==> config.mk <==
export PLATFORM = sky130hd
export DESIGN_NAME = fir_decim
export DESIGN_NICKNAME = d
export VERILOG_FILES = /design/src/rtl/fir_decim.sv
export SDC_FILE = /design/constraint.sdc
export NUM_CORES = 1
export LEC_CHECK = 0
export CAP_MARGIN = 20
export CORE_AREA = 2 2 72 47
export CTS_CLUSTER_DIAMETER = 200
export DETAILED_ROUTE_END_ITERATION = 7
export DIE_AREA = 0 0 74 49
export PLACE_DENSITY = 0.83
export SYNTH_ARGS = -nofsm -noshare
export SYNTH_HDL_FRONTEND = slang
export SYNTH_SLANG_ARGS = --single-unit
==> constraint.sdc <==
create_clock -name clk -period 2.5 [get_ports clk]
set_input_delay 0.25 -clock clk [delete_from_list [all_inputs] [get_ports clk]]
set_output_delay 0.25 -clock clk [all_outputs]
set_load 0.05 [all_outputs]
==> src/rtl/fir_decim.sv <==
// Integrate-and-dump decimator: averages each block of 2^DECIM_LOG2 samples and
// offers one truncated mean per block through a single-entry ready/valid register.
module fir_decim #(
  parameter int IN_W       = 10,
  parameter int DECIM_LOG2 = 2
) (
  input  logic            clk,
  input  logic            rst,
  input  logic            in_en,
  input  logic [IN_W-1:0] in0,
  output logic [IN_W-1:0] out0,
  output logic            out_valid,
  input  logic            out_ready,
  output logic            ovf
);

  localparam int N     = 1 << DECIM_LOG2;
  localparam int ACC_W = IN_W + DECIM_LOG2;

  logic [ACC_W-1:0]      acc_q, acc_d;
  logic [DECIM_LOG2-1:0] cnt_q, cnt_d;
  logic [IN_W-1:0]       out_q, out_d;
  logic                  valid_q, valid_d;
  logic                  ovf_q, ovf_d;

  logic [ACC_W-1:0] sum;
  logic [IN_W-1:0]  res;
  logic             dump;

  always_comb begin
    sum  = acc_q + ACC_W'(in0);
    // Top IN_W bits of the block sum are the truncated mean.
    res  = sum[ACC_W-1:DECIM_LOG2];
    dump = in_en && (cnt_q == DECIM_LOG2'(N - 1));

    acc_d   = acc_q;
    cnt_d   = cnt_q;
    out_d   = out_q;
    valid_d = valid_q;
    ovf_d   = ovf_q;

    if (in_en) begin
      if (dump) begin
        acc_d = '0;
        cnt_d = '0;
      end else begin
        acc_d = sum;
        cnt_d = cnt_q + DECIM_LOG2'(1);
      end
    end

    if (dump) begin
      // A consume on the same edge frees the slot, so the new result loads with no bubble.
      if (!valid_q || out_ready) begin
        out_d   = res;
        valid_d = 1'b1;
      end else begin
        ovf_d = 1'b1;
      end
    end else if (valid_q && out_ready) begin
      valid_d = 1'b0;
    end
  end

  always_ff @(posedge clk or negedge rst) begin
    if (!rst) begin
      acc_q   <= '0;
      cnt_q   <= '0;
      out_q   <= '0;
      valid_q <= 1'b0;
      ovf_q   <= 1'b0;
    end else begin
      acc_q   <= acc_d;
      cnt_q   <= cnt_d;
      out_q   <= out_d;
      valid_q <= valid_d;
      ovf_q   <= ovf_d;
    end
  end

  assign out0      = out_q;
  assign out_valid = valid_q;
  assign ovf       = ovf_q;

endmodule

==> results.txt <==
----------------------------------------------------
[Outcome]
  Run status ... completed

[Worst setup path]
  Cells along the critical path ... clkdlybuf4s50_1 > ha_1 > inv_1 > fa_1 > nand2b_1 > a21oi_2 > o211ai_2 > and3_1 > or3_1
  Startpoint type of the worst setup path ... input port
  Capturing element type of the critical path ... flip-flop
  Signal arrival time at the worst endpoint ... 2390 ps
  R2R cell count ... 8
  Required time worst endpoint ... 2650 ps
  CP max-delay cell ... clkdlybuf4s50_1
  Highest net fanout along the worst path ... 4
  Critical path type ... input port to flip-flop
  Longest individual stage delay on the worst path ... 460 ps

[Timing]
  Actual transition at the worst max-transition pin ... 508 ps
  Final cycle utilization of the critical path ... 0.897
  Setup TNS ... 0 ps
  Slew headroom ... 0.660
  Hold Slack ... 341 ps
  Unrepaired setup endpoints after global routing ... false
  Achievable clock frequency ... 446 MHz
  Total count of hold-check failures in the final report ... 0
  Setup clock skew after layout ... 4.05 ps
  Max Transition Viols Final ... 0
  Final min period ... 2240 ps
  Number of failing setup endpoints in the final timing report ... 0

[Cells and area]
  Final Instance Area ... 0.00184 mm^2
  Layout-stage area growth over the synthesis result ... 25.2%
  Leading cell type in the layout, fill and taps excluded ... dfrtp_1
  Fillers ... 247
  Fraction of final layout cells sized beyond drive strength 1 ... 0.104
  Total Nets Final ... 200
  Antenna diode count ... 0
  Area of the multi-input gates ... 778 um^2
  Commonest cells after routing, fill and taps aside ... 26 x dfrtp_1, 25 x clkdlybuf4s50_1, 18 x nand2_1
  Reg area ... 651 um^2

[Floorplan]
  Starting density of the core ... 0.486
  Num ports ... 26
  Number of placement rows ... 16
  Die span in x ... 74 um
  Std-Cell Core Area ... 0.00302 mm^2
  Die Y-Extent ... 49 um
  Total die area ... 0.00363 mm^2

[Clock tree]
  Post-cts repair resize count ... 0
  TritonCTS clock tree ... built
  Number of setup buffers added after CTS ... 0
  H-tree depth ... 1
  CTS clk-pin slew, worst paths ... 90 ps
  CTS buffer count ... 3
  Worst-case clock buffer depth ... 2
  Clock sinks ... 26
  Clock latency on the worst-skew pair ... 270 ps
  Root Driver ... clkbuf_8
  CTS hold repair buffers ... 0

[Global route]
  Vias in the first global route ... 1127
  Met2 demand-to-capacity share in global routing ... 0.308
  Routing layer with the top usage in global route ... met2
  Maximum number of pins on one net before global-route repair ... 27
  Fraction of met1 tracks used by global routing ... 0.281
  Antenna violations before repair ... 0
  Total gr overflow ... 0
  Total global routing track utilization ... 0.199
  Met3 layer usage reported by global route ... 0.0517
  Global-route wire length before repair ... 5410 um

[Detailed routing]
  Total via count in the routed design ... 1144
  Total iterations of the first detailed-routing run ... 4
  Aggregate routed wire length ... 3180 um
  Number of design rule violations left after detail routing ... 0
  Vias/cell ... 5.25
  1st-iter DRT viols ... 76
  Detail-routed net length per standard cell ... 14.6 um
  Detail Route Antenna Nets ... 0

[Power]
  Maximum VDD drop ... 0.578 mV
  Switching power ... 1.15 mW
  Int Pwr ... 1.31 mW
  P_leak ... 0.822 nW
  Clock power frac ... 0.110
  Share of total power in sequential cells ... 0.296
  Share of total power consumed by net switching ... 0.467
  Cell Pwr Density ... 1340 mW/mm^2
  Fraction of power consumed by combinational cells ... 0.594

[Flow run]
  # Max-Cap Violations ... 0

[Worst hold path]
  Type of the most critical hold path ... input port to async pin

[Synth]
  Yosys top cell by area ... dfrtp_1
  Synthesized area per cell ... 10.2 um^2
  Sequential area share after synthesis ... 0.443
  Synthesized cell area ... 0.00147 mm^2
  Main area contributors after synthesis ... dfrtp_1 44%, ha_1 9.4%, nand2_1 4.6%
  Distinct cell type count of the synthesized netlist ... 37
  Flip-flop and latch count after synthesis ... 26
  Net count after synthesis ... 170
  Number of instances in the synthesized netlist ... 144
  Synthesis Warnings ... 0
  Area share of the largest cell type after synthesis ... 0.443

[Place]
  Placed standard-cell area ... 0.00178 mm^2
  Placer congestion estimate ... 0.866
  Detailed placer's ending HPWL ... 2420 um
  Number of buffers inserted by port buffering ... 25

----------------------------------------------------
## worst max-delay path, delay by kind of cell
family          cells  cell delay [ps]
simple gates        3              750
fa+ha+maj           2              560
buf+inv             2              510
compound gates      2              310
## final cells by class
type / count / share of cell area
tap: 45 / 0.0306
sequential: 26 / 0.354
multi-input combinational: 108 / 0.423
clock buffer: 4 / 0.0299
inverter: 7 / 0.0143
timing repair buffer: 28 / 0.148
## logic make-up after synthesis
kind of cell / Yosys count / share of synthesized area
xor+xnor: 9 / 0.0537
fa+ha+maj: 12 / 0.107
compound gates: 48 / 0.237
buf+inv: 10 / 0.0273
mux: 3 / 0.0221
simple gates: 36 / 0.110
flops: 26 / 0.443
## per-layer routing
metal | vias up | wire length, um
li1 | 579 | -
met1 | 526 | 1580
met2 | 35 | 1390
met3 | 4 | 187
met4 | 0 | 23
met5 | - | 0
## path summary, 6_finish.rpt
kind / endpoint / slack, ps / startpoint
setup reg to reg: out0[8] / 350 / acc_q[0]
hold / removal: out0[1] / 340 / rst
hold reg to reg: out0[1] / 490 / out0[1]
max in group asynchronous: acc_q[1] / 1900 / rst
setup / recovery: out0[8] / 260 / in0[0]
min in group clk: out0[1] / 490 / out0[1]
## flip-flops by register name, summed over array words and instances (netlist names)
| name | count |
|---|---|
| acc_q | 12 |
| cnt_q | 2 |
| out0 | 10 |
| out_valid | 1 |
| ovf | 1 |
## synth_stat cells
| library cell | number |
|---|---|
| dfrtp_1 | 26 |
| nand2_1 | 18 |
| ha_1 | 11 |
| o21ai_0 | 11 |
| a21oi_1 | 8 |
| inv_1 | 6 |
| nor2_1 | 6 |
| o2bb2ai_1 | 6 |
| a21o_1 | 5 |
| xor2_1 | 5 |
| xnor2_1 | 4 |
| nand2b_1 | 3 |
| a21oi_2 | 2 |
| a31o_2 | 2 |
| and3_1 | 2 |
| buf_2 | 2 |
| mux2_2 | 2 |
| nor2b_1 | 2 |
| nor3_1 | 2 |
| o211ai_1 | 2 |
| o211ai_2 | 2 |
| o31ai_1 | 2 |
| a211o_1 | 1 |
| a211oi_2 | 1 |
| a221o_1 | 1 |
| a31oi_1 | 1 |
| a41oi_2 | 1 |
| buf_1 | 1 |
| clkinv_1 | 1 |
| fa_1 | 1 |
| mux2i_1 | 1 |
| nand2_2 | 1 |
| nand3_1 | 1 |
| o21ai_1 | 1 |
| o21bai_1 | 1 |
| o22ai_1 | 1 |
| or3_1 | 1 |
## power groups by stage
stage	Sequential, mW	Clock, mW	Combinational, mW
3_5_place_dp	0.740	0	1.46
3_3_place_gp	0.725	0	1.40
4_1_cts	0.732	0.277	1.46
5_1_grt	0.761	0.305	1.60
2_1_floorplan	1.02	0	0.754
6_report	0.730	0.272	1.46
## through the flow
stage	power, mW	setup slack, ps	util	instances
after CTS	2.47	269	0.608	218
after global routing	2.66	204	0.608	218
final	2.47	258	0.608	218
after global placement	2.13	68.4	0.590	214
after floorplan	1.77	476	-	144
after detailed placement	2.20	-2.35	0.590	214
No activity file was read; power rests on OpenSTA's default activity.
